### config.mk
export PLATFORM = sky130hd
export DESIGN_NAME = noc_inter_control
export DESIGN_NICKNAME = d
export VERILOG_FILES = /design/src/rtl/noc_ctrl_pkg.sv /design/src/rtl/noc_inter_control.sv
export SDC_FILE = /design/constraint.sdc
export NUM_CORES = 1
export LEC_CHECK = 0
export ABC_AREA = 1
export CAP_MARGIN = 5
export CORE_MARGIN = 5
export CORE_UTILIZATION = 51
export CTS_BUF_LIST = sky130_fd_sc_hd__clkbuf_8
export DETAILED_ROUTE_END_ITERATION = 8
export GPL_TIMING_DRIVEN = 0
export PLACE_DENSITY_LB_ADDON = 0.12
export SLEW_MARGIN = 30
export SYNTH_ARGS = -nofsm -noshare
export SYNTH_HDL_FRONTEND = slang
export SYNTH_SLANG_ARGS = --single-unit
### constraint.sdc
create_clock -name clk -period 2.5 [get_ports clk]
set_input_delay 0.25 -clock clk [delete_from_list [all_inputs] [get_ports clk]]
set_output_delay 0.25 -clock clk [all_outputs]
set_load 0.02 [all_outputs]
### src/rtl/noc_ctrl_pkg.sv
// Package: noc_ctrl_pkg
// Shared definitions for the NoC layer-pass sequencer: the fixed 4-bit state
// encoding (IDLE..ERROR) used by noc_inter_control and visible to debug/test.
package noc_ctrl_pkg;

  localparam int unsigned STATE_W = 4;

  typedef enum logic [STATE_W-1:0] {
    ST_IDLE         = 4'd0,
    ST_LOAD_A       = 4'd1,
    ST_LOAD_K       = 4'd2,
    ST_MM           = 4'd3,
    ST_REQUANT_MM   = 4'd4,
    ST_GELU         = 4'd5,
    ST_REQUANT_GELU = 4'd6,
    ST_WRITE_G      = 4'd7,
    ST_DONE         = 4'd8,
    ST_ERROR        = 4'd9
  } state_t;

endpackage

### src/rtl/noc_inter_control.sv
// Module: noc_inter_control
// Top-level sequencer for one NoC-attached matmul->GELU layer pass.
// On start: load A, load K, run MM (G write DMA launched in parallel),
// requant, GELU, requant, then wait for the G write to finish.
// Ports:
//   clk, rstn                  clock (rising edge), async active-low reset
//   start                      level request, sampled in IDLE and ERROR
//   done / error               decoded from state (DONE / ERROR)
//   start_dma_a/_k/_g          1-cycle DMA launch pulses
//   start_requant_mm           1-cycle pulse launching MM-output requant
//   start_gelu                 1-cycle pulse launching GELU
//   start_requant_gelu         1-cycle pulse launching GELU-output requant
//   dma_{a,k,g}_done/_error    DMA status pulses
//   mm_done, requant_mm_done, gelu_done, requant_gelu_done  engine completions
module noc_inter_control
  import noc_ctrl_pkg::*;
(
  input  logic clk,
  input  logic rstn,
  input  logic start,
  output logic done,
  output logic error,
  output logic start_dma_a,
  output logic start_dma_k,
  output logic start_dma_g,
  output logic start_requant_mm,
  output logic start_gelu,
  output logic start_requant_gelu,
  input  logic dma_a_done,
  input  logic dma_a_error,
  input  logic dma_k_done,
  input  logic dma_k_error,
  input  logic dma_g_done,
  input  logic dma_g_error,
  input  logic mm_done,
  input  logic requant_mm_done,
  input  logic gelu_done,
  input  logic requant_gelu_done
);

  state_t state_q, state_d;
  logic   g_done_seen_q, g_done_seen_d;
  logic   start_dma_a_q, start_dma_a_d;
  logic   start_dma_k_q, start_dma_k_d;
  logic   start_dma_g_q, start_dma_g_d;
  logic   start_requant_mm_q, start_requant_mm_d;
  logic   start_gelu_q, start_gelu_d;
  logic   start_requant_gelu_q, start_requant_gelu_d;
  logic   any_dma_error;

  assign any_dma_error = dma_a_error | dma_k_error | dma_g_error;

  always_comb begin
    state_d              = state_q;
    g_done_seen_d        = g_done_seen_q;
    start_dma_a_d        = 1'b0;
    start_dma_k_d        = 1'b0;
    start_dma_g_d        = 1'b0;
    start_requant_mm_d   = 1'b0;
    start_gelu_d         = 1'b0;
    start_requant_gelu_d = 1'b0;

    // The G write runs alongside MM..REQUANT_GELU; remember an early
    // completion so WRITE_G does not wait for a pulse that already came.
    if ((state_q == ST_MM) || (state_q == ST_REQUANT_MM) ||
        (state_q == ST_GELU) || (state_q == ST_REQUANT_GELU)) begin
      if (dma_g_done) g_done_seen_d = 1'b1;
    end

    unique case (state_q)
      ST_IDLE: begin
        if (start) begin
          state_d       = ST_LOAD_A;
          g_done_seen_d = 1'b0;
          start_dma_a_d = 1'b1;
        end
      end
      ST_DONE: state_d = ST_IDLE;
      ST_ERROR: begin
        if (!start) state_d = ST_IDLE;
      end
      default: begin
        // Active stages: a DMA fault wins over any same-cycle completion.
        if (any_dma_error) begin
          state_d = ST_ERROR;
        end else begin
          unique case (state_q)
            ST_LOAD_A: if (dma_a_done) begin
              state_d       = ST_LOAD_K;
              start_dma_k_d = 1'b1;
            end
            ST_LOAD_K: if (dma_k_done) begin
              state_d       = ST_MM;
              start_dma_g_d = 1'b1;
            end
            ST_MM: if (mm_done) begin
              state_d            = ST_REQUANT_MM;
              start_requant_mm_d = 1'b1;
            end
            ST_REQUANT_MM: if (requant_mm_done) begin
              state_d      = ST_GELU;
              start_gelu_d = 1'b1;
            end
            ST_GELU: if (gelu_done) begin
              state_d              = ST_REQUANT_GELU;
              start_requant_gelu_d = 1'b1;
            end
            ST_REQUANT_GELU: if (requant_gelu_done) state_d = ST_WRITE_G;
            ST_WRITE_G: if (dma_g_done || g_done_seen_q) state_d = ST_DONE;
            default: state_d = ST_IDLE;
          endcase
        end
      end
    endcase
  end

  always_ff @(posedge clk or negedge rstn) begin
    if (!rstn) begin
      state_q              <= ST_IDLE;
      g_done_seen_q        <= 1'b0;
      start_dma_a_q        <= 1'b0;
      start_dma_k_q        <= 1'b0;
      start_dma_g_q        <= 1'b0;
      start_requant_mm_q   <= 1'b0;
      start_gelu_q         <= 1'b0;
      start_requant_gelu_q <= 1'b0;
    end else begin
      state_q              <= state_d;
      g_done_seen_q        <= g_done_seen_d;
      start_dma_a_q        <= start_dma_a_d;
      start_dma_k_q        <= start_dma_k_d;
      start_dma_g_q        <= start_dma_g_d;
      start_requant_mm_q   <= start_requant_mm_d;
      start_gelu_q         <= start_gelu_d;
      start_requant_gelu_q <= start_requant_gelu_d;
    end
  end

  assign done               = (state_q == ST_DONE);
  assign error              = (state_q == ST_ERROR);
  assign start_dma_a        = start_dma_a_q;
  assign start_dma_k        = start_dma_k_q;
  assign start_dma_g        = start_dma_g_q;
  assign start_requant_mm   = start_requant_mm_q;
  assign start_gelu         = start_gelu_q;
  assign start_requant_gelu = start_requant_gelu_q;

endmodule

; Word level (Yosys, flattened, before mapping)
; Cells that the tools add are included.
[op_classes]
eq_ne = 18
reduce_logical = 7
mux = 38
bitwise_logic = 2
[op_table]
columns = operator, count
row1 = 2-to-1 mux 4 bit, 10
row2 = != test 6 x 5 -> 1 bit (second input constant), 5
row3 = case mux 4 bit (7 select lines), 1
row4 = 2-to-1 mux 1 bit, 26
row5 = equality test 4 x 3 -> 1 bit (second input constant), 4
row6 = != test 6 bit (second input constant), 2
row7 = case mux 4 bit (3 select lines), 1
row8 = AND reduction 9 bit, 1
row9 = equality test 4 x 2 -> 1 bit (second input constant), 2
row10 = equality test 4 bit (second input constant), 2
row11 = equality test 4 x 1 -> 1 bit (second input constant), 1
row12 = zero test 4 bit, 1
row13 = logical OR 1 bit, 4
row14 = != test 2 bit (second input constant), 2
row15 = OR reduction 3 bit, 1
row16 = bitwise OR 1 bit, 2
[totals]
wordCells = 73
reg_bits = 11
output_inout_bits = 8
inputBits = 13

; Logic depth before layout (Yosys ltp)
[depth]
depth_word = 7
mapped_depth = 10
mapped_depth_nobuf = 10

; Least setup slack after synthesis
; OpenSTA, ideal clock, no wires.
[synth_path]
path_kind = register -> output
from = reg state_q[1]
to = out done
required_time_ps = 2250
stages_incl_launch_ff = 4
path_buffers = 0
arrival_time_ps = 1244
path_slack_ps = 1006
cell_sequence = dfrtp_1 -> nor2_1 -> inv_1 -> nor3_1
[synth_via]
elab_chain_len = 1
[synth_rtl]
columns = item, line
row1 = start: declaration, noc_inter_control.sv:41  ; state_t state_q, state_d;
row2 = start signal: assignment, noc_inter_control.sv:128  ; state_q <= state_d;
row3 = equality test 4 bit, noc_inter_control.sv:139  ; assign done = (state_q == ST_DONE);
row4 = end: declaration, noc_inter_control.sv:21  ; output logic done,
; Every way passes these cells.

; Worst setup path after layout
; Ends and elaborated chain as after synthesis.

==> flow_metrics.py <==
metrics = {
    "sta": {
        "setup_viol_count_final": 0,
        "hold_viol_final": 0,
        "tightestPinTransition_ns": 0.508,
        "slew_headroom_pct": 66.1,
        "fin_crit_ns": 2.19,
        "rsz0062_at_grt": "no",
        "period_share_pct": 87.5,
        "report.final.slew_viol_count": 0,
        "max_freq_mhz": 457,
        "skew_ns": 0.00134,
        "tns_ns": 0,
        "setup_ws_ns": 0.312,
    },
    "global_routing": {
        "track_usage_pct": 18.3,
        "grt_pass1_wl_mm": 2.79,
        "antenna_found_initial": 0,
        "grt_max_degree": 12,
        "overflow": 0,
        "grt_pass1_vias": 670,
    },
    "die": {
        "chipWidth_um": 47.2,
        "core_area_um2": 1300,
        "ioPinCount": 21,
        "num_rows": 13,
        "dieArea_um2": 2230,
        "start_util_pct": 54.2,
        "die_y_um": 47.2,
    },
    "setup_path": {
        "crit_chain": "nor2_1 > inv_1 > nor3_1 > clkdlybuf4s50_1",
        "cp_max_fo": 6,
        "crit_type": "flop to primary output",
        "cp_top_family": "buffers and inverters",
        "rr_worst_depth": 8,
        "crit_arrival_ns": 1.94,
        "crit_path_end_kind": "primary output",
        "critPathBufInv": 2,
        "required_ns": 2.25,
        "worst-path-stages": 4,
        "slowest_delay_ns": 0.63,
        "worstSetupStartpointType": "flop",
        "crit_slowest_cell": "clkdlybuf4s50_1",
    },
    "power": {
        "power_density_nw_per_um2": 782,
        "peakVddDrop_uv": 479,
        "p_leak_nw": 0.470,
    },
    "status": {
        "outcome": "complete, no violations",
    },
    "placed_design": {
        "gp_congestion": 0.925,
        "hpwlAfterDp_mm": 1.33,
        "place_ws_ns": 0.581,
        "io_buffer_count": 20,
    },
    "cts": {
        "holdBufCountCts": 0,
        "clk_path_buf_depth": 2,
        "h-tree-depth": 1,
        "cts_resized": 0,
        "cts_setup_buffers": 0,
        "clk-insertion-delay-late_ns": 0.24,
        "cts-buffers-inserted": 3,
        "cts_tree": "yes",
        "clockRootBuffer": "clkbuf_8",
        "path_clk_slew_ns": 0.05,
        "cts_sinks": 11,
    },
    "cells_and_area": {
        "diodes": 0,
        "layout-drive-gt1-share_pct": 13.5,
        "layout.nets": 140,
        "syn_to_final_growth_pct": 37.4,
    },
    "routing": {
        "num_vias": 786,
        "ant_nets": 0,
        "dr.pass1.iters": 4,
        "via_per_inst": 5.57,
        "wl_mm": 1.73,
        "drt-wirelength-per-cell_um": 12.3,
        "drc": 0,
        "first_iter_violations": 37,
    },
    "logic_synthesis": {
        "synth_area_um2": 706,
        "yosysSeqAreaShare_pct": 39.0,
        "synth_nets": 115,
        "synth.distinct_cells": 16,
        "yosysWarnings": 0,
        "netlist_instances": 102,
        "synth_area_per_cell_um2": 6.92,
        "yosys_register_bits": 11,
    },
    "flow_run": {
        "max-cap-violations": 0,
    },
    "min_path": {
        "worstHoldPathType": "input pin to async pin",
    },
}
kinds of logic (layout without fill, tap and decap cells):
group / after synthesis / after routing / share of synthesized area [%]
AOI/OAI and AO/OA: 6 / 6 / 5.50
buffers and inverters: 16 / 40 / 8.51
DFF: 11 / 11 / 39.0
and+or+nand+nor: 69 / 69 / 47.0
report_power, final:
group | total [mW] | internal, mW | switching [mW]
clock | 0.179 | 0.108 | 0.0706
sequential | 0.243 | 0.204 | 0.0387
combinational | 0.336 | 0.122 | 0.214
total | 0.758 | 0.435 | 0.324
state kept, by name, indices dropped and copies added (netlist names):
signal              flops
state_q                 4
g_done_seen_q           1
start_dma_a             1
start_dma_g             1
start_dma_k             1
start_gelu              1
start_requant_gelu      1
start_requant_mm        1
synth_stat cells:
cell      instances  area, µm²
nand3b_1          1       7.51
nand4_1           3       18.8
nor2_2            5       31.3
nand2_1          21       78.8
a31oi_1           1       6.26
a31oi_2           1       12.5
inv_2             4       15.0
o21ai_0           4       20.0
nor2_1           14       52.6
nand2_2           3       18.8
nand3_1          14       70.1
nor3_1            5       25.0
nor4_1            2       12.5
nor3_4            1       16.3
dfrtp_1          11        275
inv_1            12       45.0
path summary, 6_finish.rpt:
check                                         from                            to  slack [ns]
setup / recovery            state_q[1]$_DFFE_PN0P_                          done        0.31
hold / removal                                rstn       g_done_seen_q$_DFF_PN0_        0.35
setup reg to reg            state_q[3]$_DFFE_PN0P_        state_q[2]$_DFFE_PN0P_        1.03
hold reg to reg            g_done_seen_q$_DFF_PN0_       g_done_seen_q$_DFF_PN0_        0.57
max in group asynchronous                     rstn  start_requant_gelu$_DFF_PN0_        1.81
min in group clk                         gelu_done  start_requant_gelu$_DFF_PN0_        0.56
metal layers:
layer / wire length, µm / GRT usage, % / share of wire [%] / vias up
met4: 36 / 9.94 / 2.1 / 0
met5: 0 / 0 / 0 / -
met1: 701 / 20.5 / 40 / 357
met2: 847 / 31.4 / 49 / 41
met3: 147 / 4.60 / 8.5 / 5
li1: - / - / - / 383
cell usage in the layout, fill, tap and decap left out, types with 4 or more instances in the layout:
| master | synthesis | final |
|---|---|---|
| nand2_1 | 21 | 21 |
| clkdlybuf4s50_1 | 0 | 20 |
| nor2_1 | 14 | 14 |
| nand3_1 | 14 | 14 |
| inv_1 | 12 | 13 |
| dfrtp_1 | 11 | 11 |
| nor3_1 | 5 | 5 |
| nor2_2 | 5 | 5 |
| inv_2 | 4 | 4 |
| o21ai_0 | 4 | 4 |
area by class of cell:
cell class,count,area [µm²]
Multi-Input combinational cell,75,370
Clock inverter,1,3.75
Inverter,16,60.1
Clock buffer,3,41.3
Sequential cell,11,275
Timing Repair Buffer,20,200
Tap cell,15,18.8
Fill cell,101,332
per-stage QoR:
| stage | hold slack (ns) | area, µm² | cells | total power [mW] | util, % |
|---|---|---|---|---|---|
| global route | 0.395 | 970 | 141 | 0.817 | 74.5 |
| global placement | 0.546 | 925 | 137 | 0.569 | 71.1 |
| CTS | 0.366 | 970 | 141 | 0.762 | 74.5 |
| floorplan | -0.0456 | 706 | 102 | 0.463 | - |
| finish | 0.349 | 970 | 141 | 0.758 | 74.5 |
| detailed placement | 0.560 | 925 | 137 | 0.577 | 71.1 |
worst reg2reg max path, stage by stage, from the launching register on:
cell and delay [ns]:
dfrtp_1 0.47, nor2_2 0.32, nand3_1 0.13, nand2_1 0.08
nor2_1 0.04, nand2_1 0.08, nand2_2 0.10, nand3b_1 0.11
nand2_1 0.05
No activity file was read; power rests on OpenSTA's default activity.
